==> config.mk <==
export PLATFORM = sky130hd
export DESIGN_NAME = reorder_ctrl
export DESIGN_NICKNAME = d
export VERILOG_FILES = /design/src/rtl/reorder_pkg.sv /design/src/rtl/mdl_memory.sv /design/src/rtl/reorder_ctrl.sv
export SDC_FILE = /design/constraint.sdc
export NUM_CORES = 1
export LEC_CHECK = 0
export BUFFER_PORTS_ARGS = -buffer_cell sky130_fd_sc_hd__buf_2
export CAP_MARGIN = 20
export CORE_MARGIN = 2
export CORE_UTILIZATION = 38
export DETAILED_ROUTE_END_ITERATION = 10
export GPL_TIMING_DRIVEN = 1
export HOLD_SLACK_MARGIN = 0.05
export PLACE_DENSITY = 0.53
export SLEW_MARGIN = 20
export SYNTH_ARGS = -nofsm -noshare
export SYNTH_HDL_FRONTEND = slang
export SYNTH_SLANG_ARGS = --single-unit
==> constraint.sdc <==
create_clock -name clk -period 9.3 [get_ports clk]
set_input_delay 2.325 -clock clk [delete_from_list [all_inputs] [get_ports clk]]
set_output_delay 2.325 -clock clk [all_outputs]
set_load 0.1 [all_outputs]
==> src/rtl/reorder_pkg.sv <==
// Shared widths and types for the reorder buffer slice.
// Module-level DEPTH overrides are re-derived locally; these types describe the default build.
package reorder_pkg;

    localparam int DEFAULT_DEPTH = 16;
    localparam int DEFAULT_WIDTH = 8;
    localparam int TAG_W         = $clog2(DEFAULT_DEPTH);

    typedef logic [TAG_W-1:0] tag_t;
    typedef logic [TAG_W:0]   ptr_t;
    typedef logic [TAG_W:0]   cnt_t;

endpackage

==> src/rtl/mdl_memory.sv <==
// Dual-port register-file memory with async clear and a same-cycle write-to-read bypass.
// data_out is forced to zero whenever vld_out is low.
module mdl_memory #(
    parameter int DEPTH = 16,
    parameter int WIDTH = 8,
    localparam int AW   = $clog2(DEPTH)
) (
    input  logic             clk,
    input  logic             rst,
    input  logic             wr_en,
    input  logic [AW-1:0]    wr_addr,
    input  logic [WIDTH-1:0] wr_data,
    input  logic [AW-1:0]    rd_addr,
    input  logic             vld_out,
    output logic [WIDTH-1:0] data_out
);

    logic [WIDTH-1:0] mem_q [DEPTH];
    logic [WIDTH-1:0] mem_d [DEPTH];

    always_comb begin
        mem_d = mem_q;
        if (wr_en) begin
            mem_d[wr_addr] = wr_data;
        end
    end

    // A write landing on the read address is forwarded so the reader sees it this cycle.
    always_comb begin
        data_out = '0;
        if (vld_out) begin
            if (wr_en && (wr_addr == rd_addr)) begin
                data_out = wr_data;
            end else begin
                data_out = mem_q[rd_addr];
            end
        end
    end

    always_ff @(posedge clk or posedge rst) begin
        if (rst) begin
            mem_q <= '{default: '0};
        end else begin
            mem_q <= mem_d;
        end
    end

endmodule

==> src/rtl/reorder_ctrl.sv <==
// In-order drain controller: hands out tags, absorbs out-of-order completions, drains in tag order.
// Define REORDER_CHK_EN to drop illegal completions, raise a sticky err and enable assertions.
module reorder_ctrl
    import reorder_pkg::*;
#(
    parameter int DEPTH = DEFAULT_DEPTH,
    parameter int WIDTH = DEFAULT_WIDTH,
    localparam int TW   = $clog2(DEPTH)
) (
    input  logic             clk,
    input  logic             rst,
    input  logic             alloc_req,
    output logic             alloc_gnt,
    output logic [TW-1:0]    alloc_tag,
    input  logic             cpl_vld,
    input  logic [TW-1:0]    cpl_tag,
    input  logic [WIDTH-1:0] cpl_data,
    output logic             out_vld,
    input  logic             out_rdy,
    output logic [TW-1:0]    out_tag,
    output logic [WIDTH-1:0] out_data,
    output logic [TW:0]      count,
    output logic             err
);

    typedef logic [TW-1:0] idx_t;
    typedef logic [TW:0]   pos_t;

    pos_t             head_q, head_d;
    pos_t             tail_q, tail_d;
    logic [DEPTH-1:0] done_q, done_d;

    idx_t head_idx;
    idx_t tail_idx;
    logic full;
    logic empty;
    logic cpl_ok;
    logic drain;

    assign head_idx = head_q[TW-1:0];
    assign tail_idx = tail_q[TW-1:0];
    assign full     = (head_idx == tail_idx) && (head_q[TW] != tail_q[TW]);
    assign empty    = (head_q == tail_q);
    assign count    = tail_q - head_q;

    assign alloc_gnt = alloc_req & ~full;
    assign alloc_tag = tail_idx;
    assign out_tag   = head_idx;

`ifdef REORDER_CHK_EN
    localparam pos_t DEPTH_CNT = pos_t'(DEPTH);

    idx_t cpl_off;
    logic cpl_in_window;
    logic err_q, err_d;

    // A tag is live when its distance from head is below the occupancy.
    assign cpl_off       = cpl_tag - head_idx;
    assign cpl_in_window = ({1'b0, cpl_off} < count);
    assign cpl_ok        = cpl_vld & cpl_in_window & ~done_q[cpl_tag];
    assign err_d         = err_q | (cpl_vld & ~cpl_ok);
    assign err           = err_q;

    always_ff @(posedge clk or posedge rst) begin
        if (rst) begin
            err_q <= 1'b0;
        end else begin
            err_q <= err_d;
        end
    end

    a_no_vld_when_empty : assert property (@(posedge clk) disable iff (rst) empty |-> !out_vld);
    a_count_bound       : assert property (@(posedge clk) disable iff (rst) count <= DEPTH_CNT);
`else
    assign cpl_ok = cpl_vld;
    assign err    = 1'b0;
`endif

    assign out_vld = ~empty & (done_q[head_idx] | (cpl_ok & (cpl_tag == head_idx)));
    assign drain   = out_vld & out_rdy;

    // Completion sets first so a same-cycle drain of the head tag leaves the bit clear.
    always_comb begin
        done_d = done_q;
        if (cpl_ok) begin
            done_d[cpl_tag] = 1'b1;
        end
        if (drain) begin
            done_d[head_idx] = 1'b0;
        end
        head_d = head_q + pos_t'(drain);
        tail_d = tail_q + pos_t'(alloc_gnt);
    end

    always_ff @(posedge clk or posedge rst) begin
        if (rst) begin
            head_q <= '0;
            tail_q <= '0;
            done_q <= '0;
        end else begin
            head_q <= head_d;
            tail_q <= tail_d;
            done_q <= done_d;
        end
    end

    mdl_memory #(
        .DEPTH (DEPTH),
        .WIDTH (WIDTH)
    ) u_mem (
        .clk      (clk),
        .rst      (rst),
        .wr_en    (cpl_ok),
        .wr_addr  (cpl_tag),
        .wr_data  (cpl_data),
        .rd_addr  (head_idx),
        .vld_out  (out_vld),
        .data_out (out_data)
    );

endmodule

==> impl_results.html <==
<table>
<tr><th>Metric</th><th>Value</th></tr>
<tr><th colspan="2">Run status</th></tr>
<tr><td>Run status</td><td>finished clean</td></tr>
<tr><th colspan="2">Critical path</th></tr>
<tr><td>FF-to-FF setup slack</td><td>roughly 5.6 ns</td></tr>
<tr><td>Path type of the worst setup path</td><td>input port to output pin</td></tr>
<tr><td>Required @ worst endpoint</td><td>6.98 ns</td></tr>
<tr><td>Endpoint kind of the worst setup timing path</td><td>output pin</td></tr>
<tr><td>Maximum fanout encountered on the critical timing path</td><td>16</td></tr>
<tr><td>Critical-path cell with the highest stage delay</td><td>sky130_fd_sc_hd__nand4_1</td></tr>
<tr><td>Cell with the most instances on the worst path</td><td>sky130_fd_sc_hd__buf_2</td></tr>
<tr><td>Start of the worst register-to-register path</td><td>head_q[3]</td></tr>
<tr><td>Startpoint type of the worst setup path</td><td>input port</td></tr>
<tr><td>Cells traversed along the worst timing path</td><td>buf_2, xor2_1, nor2_1, nand4_1, a311oi_2, buf_2</td></tr>
<tr><td>FF-to-FF End</td><td>head_q[4]</td></tr>
<tr><td>Worst stage delay on the critical path</td><td>roughly 0.80 ns</td></tr>
<tr><td>R2r worst-path depth</td><td>13</td></tr>
<tr><td>Critical Path Sink</td><td>out_data[7]</td></tr>
<tr><td>Beginning of the critical path</td><td>cpl_tag[2]</td></tr>
<tr><td>Worst Path Arrival</td><td>about 4.6 ns</td></tr>
<tr><th colspan="2">Global route</th></tr>
<tr><td>Global-route usage over all layers</td><td>0.187</td></tr>
<tr><td>Number of global-route vias before repair</td><td>4835</td></tr>
<tr><td>Number of antenna violations at the first check in global routing</td><td>0</td></tr>
<tr><td>Wire length of the first global-routing pass</td><td>between 20000 and 30000 um</td></tr>
<tr><td>Remaining global-route overflow</td><td>0</td></tr>
<tr><td>Pin count of the biggest net entering global routing</td><td>85</td></tr>
<tr><th colspan="2">Worst hold path</th></tr>
<tr><td>Hold crit path type</td><td>register to register</td></tr>
<tr><th colspan="2">Die</th></tr>
<tr><td>Core footprint</td><td>slightly below 0.02 sq mm</td></tr>
<tr><td>Area of the die</td><td>about 0.021 sq mm</td></tr>
<tr><td>Die Y</td><td>145 um</td></tr>
<tr><td>Width of the die</td><td>145 um</td></tr>
<tr><td>Starting Density</td><td>0.386</td></tr>
<tr><td># IOs</td><td>41</td></tr>
<tr><td>Placement row count</td><td>approximately 50</td></tr>
<tr><th colspan="2">Timing</th></tr>
<tr><td>Slew at the pin closest to its max-slew limit</td><td>between 1 and 1.5 ns</td></tr>
<tr><td>TNS Setup</td><td>0 ns</td></tr>
<tr><td>RSZ-0062 raised after global routing</td><td>false</td></tr>
<tr><td>Minimum clock period after layout</td><td>6.95 ns</td></tr>
<tr><td>Number of hold violations in the final report</td><td>0</td></tr>
<tr><td>Worst slew margin relative to its limit</td><td>0.232</td></tr>
<tr><td>Max-slew violation total from the final report</td><td>0</td></tr>
<tr><td>Final-report setup violation count</td><td>0</td></tr>
<tr><td>Part of the cycle the worst path needs</td><td>0.748</td></tr>
<tr><td>Highest clock rate</td><td>144 MHz</td></tr>
<tr><td>Worst clock skew on the final layout</td><td>about 0.006 ns</td></tr>
<tr><th colspan="2">Clocking</th></tr>
<tr><td>Number of sinks handled by clock tree synthesis</td><td>about 150</td></tr>
<tr><td>Hold bufs inserted after CTS</td><td>0</td></tr>
<tr><td>Resized cells post-CTS</td><td>0</td></tr>
<tr><td>Number of setup buffers added after CTS</td><td>0</td></tr>
<tr><td>Root buffer cell</td><td>sky130_fd_sc_hd__clkbuf_16</td></tr>
<tr><td>CTS clk-pin slew, worst paths</td><td>approximately 0.060 ns</td></tr>
<tr><td>Clock insertion delay at the later pin of the skew report</td><td>0.42 ns</td></tr>
<tr><td>Maximum level of the CTS H-tree</td><td>4</td></tr>
<tr><td>Maximum count of clock buffers along a single path</td><td>2</td></tr>
<tr><td>CTS tree</td><td>yes</td></tr>
<tr><td>Total CTS buffers</td><td>17</td></tr>
<tr><th colspan="2">Drt</th></tr>
<tr><td>Remaining design rule violation count</td><td>0</td></tr>
<tr><td>DR pass1 iterations</td><td>4</td></tr>
<tr><td>Wirelength, routed</td><td>around 18000 um</td></tr>
<tr><td>Routed Antenna Nets</td><td>0</td></tr>
<tr><td>Routed len/inst</td><td>approximately 21 um</td></tr>
<tr><td>Count of vias placed by the detailed router</td><td>about 4600</td></tr>
<tr><td>Via-per-instance ratio</td><td>around 5.4</td></tr>
<tr><td>DRT iter0 DRCs</td><td>between 200 and 300</td></tr>
<tr><th colspan="2">Synthesis</th></tr>
<tr><td>Proportion of register bits with asynchronous set or reset after synthesis</td><td>1.00</td></tr>
<tr><td>Warnings, synthesis</td><td>0</td></tr>
<tr><td>Sequential-to-total area share from yosys stat</td><td>0.513</td></tr>
<tr><td>Synthesized cell area</td><td>roughly 0.0075 sq mm</td></tr>
<tr><td>Most used DFF post-synth</td><td>sky130_fd_sc_hd__dfrtp_1</td></tr>
<tr><td>Number of enable-type register cells in the synthesized netlist</td><td>0</td></tr>
<tr><td>Count of different cell masters after synthesis</td><td>44</td></tr>
<tr><td>Avg Inst Size Synth</td><td>13.5 sq um</td></tr>
<tr><td>Post-Syn Nets</td><td>between 500 and 600</td></tr>
<tr><td>Number of register bits inferred by synthesis</td><td>around 150</td></tr>
<tr><td>Instance count of the mapped netlist</td><td>around 560</td></tr>
<tr><th colspan="2">Layout</th></tr>
<tr><td>Share of layout cells above drive strength 1</td><td>0.407</td></tr>
<tr><td>Fill cell total of the finished layout</td><td>approximately 1800</td></tr>
<tr><td>Antenna fix cells</td><td>0</td></tr>
<tr><td>Fin nets</td><td>between 600 and 700</td></tr>
<tr><td>Register cell area after layout</td><td>just under 0.004 sq mm</td></tr>
<tr><td>Signed area change from the synthesized netlist to the final layout</td><td>14.8%</td></tr>
<tr><td>Area of the multi-input gates</td><td>0.00337 sq mm</td></tr>
<tr><th colspan="2">Place</th></tr>
<tr><td>Count of port buffers added during placement</td><td>39</td></tr>
<tr><td>Placer Congestion</td><td>0.811</td></tr>
<tr><td>Post-detailed-placement half-perimeter wirelength</td><td>approximately 12000 um</td></tr>
<tr><th colspan="2">Run</th></tr>
<tr><td>Max Cap Viol</td><td>0</td></tr>
</table>
## metrics by stage
stage	cells	util	setup slack (ns)	hold WS [ns]	area, sq um
after floorplan	558	-	2.50	0.441	7510
after global placement	830	0.405	2.53	0.453	7890
after detailed placement	830	0.405	2.44	0.464	7890
after CTS	862	0.443	2.42	0.478	8620
after global routing	862	0.443	2.26	0.498	8620
final	862	0.443	2.35	0.471	8620
## final cells by class
class,count,area share
Sequential cell,154,0.447
Multi-Input combinational cell,345,0.391
Clock buffer,21,0.0545
Tap cell,265,0.0384
Clock inverter,11,0.0305
Timing Repair Buffer,47,0.0296
Inverter,19,0.00885
## cell usage after synthesis, types with 4 or more instances
master                     number  share of area
sky130_fd_sc_hd__dfrtp_1      154           0.51
sky130_fd_sc_hd__mux2_2       112           0.17
sky130_fd_sc_hd__nand2_1       54          0.027
sky130_fd_sc_hd__mux4_2        36           0.11
sky130_fd_sc_hd__nor2_1        26          0.013
sky130_fd_sc_hd__clkbuf_1      16         0.0080
sky130_fd_sc_hd__inv_1         16         0.0080
sky130_fd_sc_hd__a21oi_1       15          0.010
sky130_fd_sc_hd__buf_4         14          0.014
sky130_fd_sc_hd__mux2i_1        9          0.012
sky130_fd_sc_hd__xnor2_1        9          0.010
sky130_fd_sc_hd__a311oi_2       8          0.016
sky130_fd_sc_hd__buf_2          8         0.0053
sky130_fd_sc_hd__ha_1           8          0.013
sky130_fd_sc_hd__mux2_1         8          0.012
sky130_fd_sc_hd__o22ai_1        8         0.0067
sky130_fd_sc_hd__nand3_1        5         0.0033
sky130_fd_sc_hd__nor2b_1        5         0.0042
sky130_fd_sc_hd__xor2_1         5         0.0058
sky130_fd_sc_hd__nand3b_1       4         0.0040
## cell usage in the layout, fill, tap and decap left out, drive strengths merged, types with 4 or more instances in the layout
| cell | count |
|---|---|
| inv | 19 |
| nand2 | 54 |
| mux2 | 120 |
| dfrtp | 154 |
| xor2 | 5 |
| mux4 | 36 |
| ha | 8 |
| nand3 | 5 |
| mux2i | 9 |
| nor2 | 26 |
| o22ai | 8 |
| a311oi | 9 |
| xnor2 | 9 |
| a21oi | 15 |
| nand3b | 4 |
| bufinv | 8 |
| buf | 47 |
| clkbuf | 21 |
| nor2b | 6 |
## worst max-delay path, delay by kind of cell
kind                   cells  cell delay, ns
XOR/XNOR                   1            0.14
AO/OA/AOI/OAI              1            0.55
buffers and inverters      2            0.61
AND/OR/NAND/NOR            2            0.99
## metal layers
metal,share of wire,vias to the layer above,wire [um],global-route usage
met4,0.015,0,268,0.0583
met3,0.040,18,726,0.0374
li1,-,2063,-,-
met1,0.47,2460,8510,0.258
met5,0,-,0,0
met2,0.47,106,8540,0.299
## logic make-up (layout without fill, tap and decap cells)
family | Yosys count | after routing | synth area share
AOI/OAI and AO/OA | 48 | 48 | 0.0516
xor gates and xnor gates | 14 | 14 | 0.0163
adders and majority gates | 9 | 9 | 0.0160
buffers and inverters | 59 | 98 | 0.0388
DFF | 154 | 154 | 0.513
muxes | 165 | 165 | 0.300
other | 1 | 1 | 0.000499
and+or+nand+nor | 108 | 108 | 0.0640
## registers in the layout, indices dropped and copies added, names as in the netlist
name	flops
u_mem.mem_q	128
done_q	16
head_q	5
tail_q	5
## worst min-delay path by stage
stage                          start          endpoint  cells after the start  slack [ns]
floorplan           u_mem.mem_q[112]  u_mem.mem_q[112]                      2        0.44
finish              u_mem.mem_q[118]  u_mem.mem_q[118]                      2        0.47
global route        u_mem.mem_q[114]  u_mem.mem_q[114]                      2        0.50
global placement    u_mem.mem_q[114]  u_mem.mem_q[114]                      2        0.45
CTS                 u_mem.mem_q[118]  u_mem.mem_q[118]                      2        0.48
detailed placement  u_mem.mem_q[118]  u_mem.mem_q[118]                      2        0.46
Power is left out: the tool's default activity adds up to more than one toggle a clock period on the data nets, which glitch-free logic cannot reach.
